[src/rtl/key_sweep_pkg.sv]
// key_sweep_pkg: shared types and constants for the key sweep sequencer.
//   KEY_W    - key / operand width
//   SUM_W    - adder result width including carry-out
//   KEY_LAST - final key value of a sweep
//   state_e  - sequencer FSM states
package key_sweep_pkg;

  localparam int unsigned KEY_W = 8;
  localparam int unsigned SUM_W = KEY_W + 1;
  localparam logic [KEY_W-1:0] KEY_LAST = 8'hFF;

  typedef enum logic [1:0] {
    StIdle,
    StSweep,
    StDrain,
    StDone
  } state_e;

endpackage

[src/rtl/locked_adder_dp.sv]
// locked_adder_dp: combinational key-locked adder.
//   sum = {1'b0, a ^ key} + b + cin, built as an explicit ripple-carry chain.
// Ports:
//   a, key, b - KEY_W-bit operands and key
//   cin       - carry-in
//   sum       - SUM_W-bit result, MSB is the carry-out
module locked_adder_dp
  import key_sweep_pkg::*;
(
  input  logic [KEY_W-1:0] a,
  input  logic [KEY_W-1:0] key,
  input  logic [KEY_W-1:0] b,
  input  logic             cin,
  output logic [SUM_W-1:0] sum
);

  logic [KEY_W-1:0] a_locked;
  logic [KEY_W:0]   carry;

  assign a_locked = a ^ key;
  assign carry[0] = cin;

  for (genvar i = 0; i < int'(KEY_W); i++) begin : g_rca
    assign sum[i]     = a_locked[i] ^ b[i] ^ carry[i];
    assign carry[i+1] = (a_locked[i] & b[i]) | (carry[i] & (a_locked[i] ^ b[i]));
  end

  assign sum[KEY_W] = carry[KEY_W];

endmodule

[src/rtl/key_sweep_ctrl.sv]
// key_sweep_ctrl: sweeps all 256 keys through the locked adder for one latched test vector,
// compares each sum with a masked golden value and streams matching keys out over
// valid/ready. Reports the number of matches and the lowest matching key.
// Optional feature macro: KEY_SWEEP_EARLY_EXIT_EN - stop the sweep after the first accepted hit.
// Ports:
//   clk, rst            - clock, synchronous active-high reset
//   start               - begin a sweep (honoured only when idle)
//   a, b, cin           - test vector, latched on accepted start
//   golden, golden_mask - oracle sum and compare mask, latched on accepted start
//   busy, done          - sweep/drain in progress, one-cycle completion pulse
//   match_valid/ready   - output slot handshake, match_key carries the key
//   match_cnt           - matches in the current/last sweep (0..256)
//   first_key           - lowest matching key, meaningful when match_cnt != 0
module key_sweep_ctrl
  import key_sweep_pkg::*;
#(
  parameter int unsigned KEY_W = 8,
  parameter int unsigned SUM_W = KEY_W + 1
) (
  input  logic             clk,
  input  logic             rst,
  input  logic             start,
  input  logic [KEY_W-1:0] a,
  input  logic [KEY_W-1:0] b,
  input  logic             cin,
  input  logic [SUM_W-1:0] golden,
  input  logic [SUM_W-1:0] golden_mask,
  output logic             busy,
  output logic             done,
  output logic             match_valid,
  input  logic             match_ready,
  output logic [KEY_W-1:0] match_key,
  output logic [SUM_W-1:0] match_cnt,
  output logic [KEY_W-1:0] first_key
);

  state_e           state_q, state_d;
  logic [KEY_W-1:0] k_q, k_d;
  logic [KEY_W-1:0] a_q, a_d;
  logic [KEY_W-1:0] b_q, b_d;
  logic             cin_q, cin_d;
  logic [SUM_W-1:0] golden_q, golden_d;
  logic [SUM_W-1:0] mask_q, mask_d;
  logic             mv_q, mv_d;
  logic [KEY_W-1:0] mk_q, mk_d;
  logic [SUM_W-1:0] cnt_q, cnt_d;
  logic [KEY_W-1:0] first_q, first_d;
`ifdef KEY_SWEEP_EARLY_EXIT_EN
  logic             found_q, found_d;
`endif

  logic [SUM_W-1:0] sum;
  logic             hit;
  logic             slot_free;
  logic             advance;

  locked_adder_dp u_dp (
    .a   (a_q),
    .key (k_q),
    .b   (b_q),
    .cin (cin_q),
    .sum (sum)
  );

  assign hit       = ((sum ^ golden_q) & mask_q) == '0;
  // Slot can take a new key if empty or being emptied this very cycle.
  assign slot_free = !mv_q || match_ready;

  always_comb begin
    state_d  = state_q;
    k_d      = k_q;
    a_d      = a_q;
    b_d      = b_q;
    cin_d    = cin_q;
    golden_d = golden_q;
    mask_d   = mask_q;
    mv_d     = mv_q && !match_ready;
    mk_d     = mk_q;
    cnt_d    = cnt_q;
    first_d  = first_q;
    advance  = 1'b0;
`ifdef KEY_SWEEP_EARLY_EXIT_EN
    found_d  = found_q;
`endif

    unique case (state_q)
      StIdle: begin
        if (start) begin
          a_d      = a;
          b_d      = b;
          cin_d    = cin;
          golden_d = golden;
          mask_d   = golden_mask;
          k_d      = '0;
          cnt_d    = '0;
          first_d  = '0;
`ifdef KEY_SWEEP_EARLY_EXIT_EN
          found_d  = 1'b0;
`endif
          state_d  = StSweep;
        end
      end

      StSweep: begin
`ifdef KEY_SWEEP_EARLY_EXIT_EN
        if (found_q) begin
          state_d = StDrain;
        end else
`endif
        if (hit) begin
          if (slot_free) begin
            mv_d    = 1'b1;
            mk_d    = k_q;
            cnt_d   = cnt_q + 1'b1;
            advance = 1'b1;
            if (cnt_q == '0) first_d = k_q;
`ifdef KEY_SWEEP_EARLY_EXIT_EN
            found_d = 1'b1;
`endif
          end
          // Otherwise stall: key, count and slot all hold.
        end else begin
          advance = 1'b1;
        end

        if (advance) begin
          k_d = k_q + 1'b1;
          if (k_q == KEY_LAST) state_d = StDrain;
        end
      end

      StDrain: begin
        if (slot_free) state_d = StDone;
      end

      StDone: begin
        state_d = StIdle;
      end

      default: state_d = StIdle;
    endcase
  end

  always_ff @(posedge clk) begin
    if (rst) begin
      state_q  <= StIdle;
      k_q      <= '0;
      a_q      <= '0;
      b_q      <= '0;
      cin_q    <= 1'b0;
      golden_q <= '0;
      mask_q   <= '0;
      mv_q     <= 1'b0;
      mk_q     <= '0;
      cnt_q    <= '0;
      first_q  <= '0;
`ifdef KEY_SWEEP_EARLY_EXIT_EN
      found_q  <= 1'b0;
`endif
    end else begin
      state_q  <= state_d;
      k_q      <= k_d;
      a_q      <= a_d;
      b_q      <= b_d;
      cin_q    <= cin_d;
      golden_q <= golden_d;
      mask_q   <= mask_d;
      mv_q     <= mv_d;
      mk_q     <= mk_d;
      cnt_q    <= cnt_d;
      first_q  <= first_d;
`ifdef KEY_SWEEP_EARLY_EXIT_EN
      found_q  <= found_d;
`endif
    end
  end

  assign busy        = (state_q == StSweep) || (state_q == StDrain);
  assign done        = (state_q == StDone);
  assign match_valid = mv_q;
  assign match_key   = mk_q;
  assign match_cnt   = cnt_q;
  assign first_key   = first_q;

endmodule

[config.mk]
export PLATFORM = sky130hd
export DESIGN_NAME = key_sweep_ctrl
export DESIGN_NICKNAME = d
export VERILOG_FILES = /design/src/rtl/key_sweep_pkg.sv /design/src/rtl/locked_adder_dp.sv /design/src/rtl/key_sweep_ctrl.sv
export SDC_FILE = /design/constraint.sdc
export NUM_CORES = 1
export LEC_CHECK = 0
export ABC_AREA = 0
export BUFFER_PORTS_ARGS = -buffer_cell sky130_fd_sc_hd__buf_2
export CORE_UTILIZATION = 54
export DETAILED_ROUTE_END_ITERATION = 6
export PLACE_DENSITY = 0.86
export SYNTH_ARGS = -nofsm -noshare
export SYNTH_HDL_FRONTEND = slang
export SYNTH_SLANG_ARGS = --single-unit
[constraint.sdc]
create_clock -name clk -period 6.32 [get_ports clk]
set_input_delay 0.632 -clock clk [delete_from_list [all_inputs] [get_ports clk]]
set_output_delay 0.632 -clock clk [all_outputs]
set_load 0.01 [all_outputs]
==> results of run 1 <==
## cell type report
type / count / area share
sequential: 71 / 0.373
clock buffer: 13 / 0.0364
inverter: 9 / 0.00886
clock inverter: 3 / 0.0115
timing repair buffer: 68 / 0.0906
tap: 75 / 0.0246
multi-input combinational: 284 / 0.455
## layer usage
layer	share of wire	vias to the layer above	global-route usage
met5	0	-	0
li1	-	1417	-
met3	0.060	17	0.0503
met4	0.024	0	0.145
met2	0.50	128	0.442
met1	0.42	1387	0.322
## registers in the layout, summed over array words and instances, names as in the netlist
signal,count
first_key,8
b_q,8
cin_q,1
state_q,2
mask_q,9
a_q,8
golden_q,9
match_key,8
k_q,8
match_valid,1
match_cnt,9
## synth_stat cells (3+ instances only)
library cell	number	area share
nand2_1	96	0.11
dfxtp_1	71	0.43
a21oi_1	43	0.065
nor2_1	21	0.024
mux2i_1	18	0.055
clkbuf_1	17	0.019
xor2_1	17	0.045
nand3_1	9	0.014
o21ai_0	9	0.014
fa_1	8	0.049
ha_1	8	0.030
inv_1	8	0.0091
nand4_1	6	0.011
a31oi_1	5	0.0095
and3_1	4	0.0076
xnor2_1	4	0.011
a22oi_1	3	0.0069
buf_1	3	0.0034
nor3_1	3	0.0046
nor4_1	3	0.0057
or4_1	3	0.0069
## cells by family (layout without fill, tap and decap cells)
logic type	after synthesis	in the layout
buf+inv	32	93
mux	18	18
fa+ha+maj	16	16
flops	71	71
compound gates	74	74
simple gates	155	155
xor+xnor	21	21
## worst register-to-register path, stage by stage, from the launching register on
cell     delay [ns]
dfxtp_1        0.48
xnor2_1        0.18
fa_1           0.19
inv_1          0.05
fa_1           0.38
fa_1           0.39
fa_1           0.40
fa_1           0.39
fa_1           0.40
fa_1           0.42
fa_1           0.46
xor2_1         0.16
a22oi_1        0.18
nand3_1        0.38
nor2_1         0.42
and3_1         0.52
mux2i_1        0.25
## placed cells by master, fill, tap and decap left out, types with 4 or more instances in the layout
cell,Yosys,routed
nor2_1,21,21
ha_1,8,8
nand3_1,9,9
inv_1,8,8
o21ai_0,9,9
mux2i_1,18,18
a31oi_1,5,5
nand2_1,96,96
a21oi_1,43,43
fa_1,8,8
clkbuf_1,17,4
and3_1,4,4
buf_2,1,66
xnor2_1,4,4
xor2_1,17,17
nand4_1,6,6
dfxtp_1,71,71
clkbuf_8,0,9
## power groups by stage
| stage | combinational (mW) | sequential (mW) | clock [mW] |
|---|---|---|---|
| after detailed placement | 0.479 | 0.559 | 0 |
| after CTS | 0.484 | 0.549 | 0.352 |
| final | 0.490 | 0.550 | 0.348 |
| after global placement | 0.464 | 0.555 | 0 |
| after floorplan | 0.390 | 0.548 | 0 |
| after global routing | 0.545 | 0.556 | 0.374 |
## path summary, 6_finish.rpt
kind / from / to
worst max-delay path: k_q[0]$_SDFFE_PP0P_ / first_key[4]$_SDFFE_PP0P_
worst min-delay path: first_key[3]$_SDFFE_PP0P_ / first_key[3]$_SDFFE_PP0P_
worst max register to register: k_q[0]$_SDFFE_PP0P_ / first_key[4]$_SDFFE_PP0P_
worst min register to register: first_key[3]$_SDFFE_PP0P_ / first_key[3]$_SDFFE_PP0P_
==> run_results.csv, run 1 <==
group,metric,value,unit
synthesis,ys.flop_type,"dfxtp_1",
floorplanning,io-pin-count,67,
synthesis,synth_top_family_by_area,"simple AND/OR/NAND/NOR gates",
worst_hold_path,hp-class,"register to register",
layout,num-fill-cells,511,
synthesis,syn_area,0.00329,mm2
routing,totalWireLength,7790,um
synthesis,synth-simple-area-share,0.209,
critical_path,max_stage_delay,0.52,ns
sta,finalMaxSlewViolations,0,
clock_network,clk_latency,0.35,ns
floorplanning,dieArea,0.00640,mm2
clock_network,cts_buffers,9,
global_routing,grt_overflow,0,
critical_path,cp.arrival,5.99,ns
floorplanning,core-area,0.00589,mm2
critical_path,slowest_stage,"and3_1",
critical_path,crit_required,6.60,ns
clock_network,cts_hold_buf,0,
sta,setup_viol_count_final,0,
worst_hold_path,min_path_cells,2,
pwr,p_leak,1.65,nW
synthesis,synth-xor-area-share,0.0560,
critical_path,crit_cells,16,
synthesis,synth_compound_area_frac,0.129,
clock_network,root_buffer,"clkbuf_8",
layout,seqCellArea,0.00142,mm2
run,maxCapViolCount,0,
sta,max_freq,0.175,GHz
sta,period_needed,5.72,ns
clock_network,clock_sinks,71,
clock_network,clk_pin_slew_worst_paths,0.08,ns
pwr,cellPowerDensity,364,mW/mm2
sta,rsz0062_at_grt,"false",
placement,dp_hpwl,5440,um
clock_network,h-tree-depth,3,
global_routing,grt_pass1_vias,2864,
placement,io_buffers,66,
clock_network,cts_max_path_buffers,2,
sta,relSlewSlack,0.253,
global_routing,grt_util_all_layers,0.266,
critical_path,reg2reg_depth,16,
sta,tightest_slew,1.12,ns
synthesis,synth_nets,442,
layout,n_antenna_cell,0,
synthesis,avgSynthCellArea,8.49,um2
critical_path,criticalPathCategory,"register to register",
floorplanning,dieHeight,80.0,um
routing,drt_first_pass_iters,5,
pwr,switching_share,0.377,
clock_network,postCtsSetupRepairBufs,0,
critical_path,end_kind,"register",
routing,dr_total_vias,2949,
pwr,ir_worst_vdd,0.000182,V
placement,place_inst,507,
layout,area_delta_synth_final,16.0,%
sta,fin_ws,0.602,ns
critical_path,cp_top_family,"adder cells",
pwr,clockPowerShare,0.251,
synthesis,yosysWarnings,0,
sta,whs,0.460,ns
critical_path,cp_cell_sequence,"xnor2_1 -> fa_1 -> inv_1 -> fa_1 -> fa_1 -> fa_1 -> fa_1 -> fa_1 -> fa_1 -> fa_1 -> xor2_1 -> a22oi_1 -> nand3_1 -> nor2_1 -> and3_1 -> mux2i_1",
global_routing,grt_pass1_wl,13000,um
clock_network,cts.repair.resized,0,
floorplanning,rows,28,
sta,finalSetupTns,0,ns
outcome,status,"complete, no violations",
synthesis,syn_inst,387,
synthesis,async_flop_share,0,
placement,globalplace.congestion,0.807,
pwr,p_switching,0.523,mW
routing,first_iter_violations,259,
placement,post-place-ws,0.719,ns
pwr,finalPower,1.39,mW
pwr,p_comb_frac,0.353,
layout,fin_nets,498,
routing,vias_per_cell,5.64,
routing,drc,0,
pwr,power_frac_seq,0.396,
layout,final_area,0.00381,mm2
critical_path,cp_num_buf_inv,1,
routing,ant_nets,0,
global_routing,grt_max_degree,56,
sta,skew,0.0113,ns
synthesis,yosys_register_bits,71,
synthesis,yosysUniqueCellTypes,40,
global_routing,antenna_found_initial,0,
critical_path,reg2reg_slack,0.60,ns
critical_path,path_max_fanout,11,
sta,hold_violations,0,
layout,drive_gt1_frac,0.185,
synthesis,synthAdderAreaFrac,0.0792,
routing,wl_per_cell,14.9,um
placement,placed_cell_area,0.00363,mm2
layout,finalNonFillerCells,523,
synthesis,yosysSeqAreaShare,0.433,
layout,multiInputGateArea,0.00174,mm2
layout,fin_util,0.648,
floorplanning,chipWidth,80.0,um
synthesis,synth_edf_count,0,
critical_path,crit_path_frequent_cell,"fa_1",
clock_network,cts_tree,"yes",
pwr,p_int,0.865,mW
critical_path,critPathLaunchType,"register",
sta,timing.final.crit_share,0.905,
synthesis,muxShareOfSynthArea,0.0548,
floorplanning,initial_core_util,0.558,
Note: power is estimated with default switching activity, not from simulation.
==> run 2, diff against run 1 <==
CTS_BUF_LIST = sky130_fd_sc_hd__clkbuf_16   (was unset)
==> run 2 against run 1 <==
Sequential cell count stayed put. Setup slack worse by 0.0092 ns. Via count is 0.10% higher. Cell area is 2.7% higher. Register-to-register slack hardly changed. Sequential power hardly changed. Global-route usage is 0.50 points higher. Die area stayed put. Critical path depth stayed put. Clock power is 39% higher. Utilization is 1.7 points higher. Cell count stayed put. Critical path type unchanged. Largest power group unchanged.
==> run_results.csv, run 2 (synthesized netlist as in run 1, its figures left out) <==
group,metric,value,unit
critical_path,critPathLaunchType,"register",
sta,max_freq,0.175,GHz
routing,dr_total_vias,2952,
clock_network,cts_tree,"yes",
critical_path,crit_required,6.58,ns
critical_path,end_kind,"register",
critical_path,startpoint,"k_q[0]$_SDFFE_PP0P_",
layout,seqCellArea,0.00142,mm2
global_routing,grt_pass1_wl,13100,um
sta,fin_ws,0.593,ns
layout,multiInputGateArea,0.00174,mm2
clock_network,postCtsSetupRepairBufs,0,
clock_network,clk_latency,0.33,ns
clock_network,clk_pin_slew_worst_paths,0.06,ns
critical_path,crit_path_frequent_cell,"fa_1",
pwr,finalPower,1.52,mW
global_routing,grt_pass1_vias,2890,
clock_network,cts_max_path_buffers,2,
layout,mostFrequentLayoutCell,"nand2_1",
floorplanning,dieHeight,80.0,um
global_routing,antenna_found_initial,0,
layout,drive_gt1_frac,0.185,
routing,wl_per_cell,15.2,um
floorplanning,core-area,0.00589,mm2
critical_path,timing.rr.start,"k_q[0]$_SDFFE_PP0P_",
critical_path,cp.arrival,5.99,ns
critical_path,slowest_stage,"and3_1",
sta,finalMaxSlewViolations,0,
sta,finalSetupTns,0,ns
sta,setup_viol_count_final,0,
clock_network,cts_hold_buf,0,
run,maxCapViolCount,0,
routing,first_iter_violations,209,
layout,num-fill-cells,501,
global_routing,grt_overflow,0,
sta,period_needed,5.73,ns
pwr,ir_worst_vdd,0.000204,V
clock_network,root_buffer,"clkbuf_16",
pwr,cellPowerDensity,389,mW/mm2
placement,dp_hpwl,5440,um
global_routing,grt_max_degree,56,
layout,fin_nets,498,
sta,rsz0062_at_grt,"false",
outcome,status,"complete, no violations",
floorplanning,io-pin-count,67,
worst_hold_path,hold_start,"first_key[5]$_SDFFE_PP0P_",
global_routing,grt_util_all_layers,0.271,
routing,drc,0,
floorplanning,rows,28,
sta,tightest_slew,1.12,ns
floorplanning,chipWidth,80.0,um
floorplanning,dieArea,0.00640,mm2
critical_path,max_stage_delay,0.51,ns
placement,io_buffers,66,
worst_hold_path,hp-class,"register to register",
layout,n_antenna_cell,0,
sta,timing.final.crit_share,0.906,
pwr,p_leak,1.72,nW
critical_path,reg2reg_depth,16,
layout,mostFrequentLayoutCells,"96 x nand2_1, 71 x dfxtp_1, 66 x buf_2, 43 x a21oi_1, 21 x nor2_1",
critical_path,cp_cell_sequence,"xnor2_1 -> fa_1 -> inv_1 -> fa_1 -> fa_1 -> fa_1 -> fa_1 -> fa_1 -> fa_1 -> fa_1 -> xor2_1 -> a22oi_1 -> nand3_1 -> nor2_1 -> and3_1 -> mux2i_1",
floorplanning,initial_core_util,0.558,
critical_path,path_max_fanout,11,
sta,hold_violations,0,
clock_network,cts.repair.resized,0,
clock_network,cts_buffers,9,
sta,skew,0.00695,ns
worst_hold_path,min_path_cells,2,
clock_network,clock_sinks,71,
placement,globalplace.congestion,0.807,
routing,vias_per_cell,5.64,
placement,post-place-ws,0.719,ns
sta,relSlewSlack,0.252,
routing,ant_nets,0,
clock_network,h-tree-depth,3,
layout,area_delta_synth_final,19.1,%
critical_path,criticalPathCategory,"register to register",
routing,drt_first_pass_iters,5,
routing,totalWireLength,7950,um
[run 2: cell types whose count changed in the layout (fill, tap and decap cells not counted), sizes merged]
| cell | before | now |
|---|---|---|
| inv | 9 | 13 |
| clkbuf | 13 | 9 |
[run 2: worst paths after layout]
kind	endpoint	slack [ns]
worst max register to register	first_key[3]$_SDFFE_PP0P_	0.59
worst min register to register	first_key[5]$_SDFFE_PP0P_	0.46
worst max-delay path	first_key[3]$_SDFFE_PP0P_	0.59
worst min-delay path	first_key[5]$_SDFFE_PP0P_	0.46
[run 2: worst max-delay path, delay by kind of cell (launching register included)]
kind	cells	cell delay (ns)
AO/OA/AOI/OAI	1	0.17
multiplexers	1	0.24
XOR/XNOR	2	0.34
adder cells (fa/ha/maj)	8	3.05
AND/OR/NAND/NOR	3	1.32
buffers and inverters	1	0.05
flip-flops	1	0.48
[run 2: through the flow]
step                      cells  hold WS, ns  instance area, um2   util
after floorplan             387        0.436                3290      -
after global placement      507        0.441                3630  0.617
after CTS                   523        0.462                3910  0.665
final                       523        0.458                3910  0.665
after global routing        523        0.476                3910  0.665
after detailed placement    507        0.454                3630  0.617
[run 2: layout make-up]
class                           count  area share
Clock inverter                      7      0.0150
Clock buffer                        9      0.0575
Sequential cell                    71       0.363
Multi-Input combinational cell    284       0.443
Tap cell                           75      0.0240
Inverter                            9     0.00863
Timing Repair Buffer               68      0.0882
[run 2: per-layer routing]
layer	wire, um	vias up	GRT usage
met4	229	0	0.157
li1	-	1423	-
met1	3430	1405	0.321
met2	3960	104	0.456
met3	334	20	0.0491
met5	0	-	0
[run 2: power by group]
part	internal (mW)	total, mW	switching [mW]	leakage, nW
sequential	0.504	0.551	0.0472	0.578
combinational	0.179	0.491	0.312	0.983
clock	0.299	0.482	0.183	0.154
total	0.982	1.52	0.542	1.72
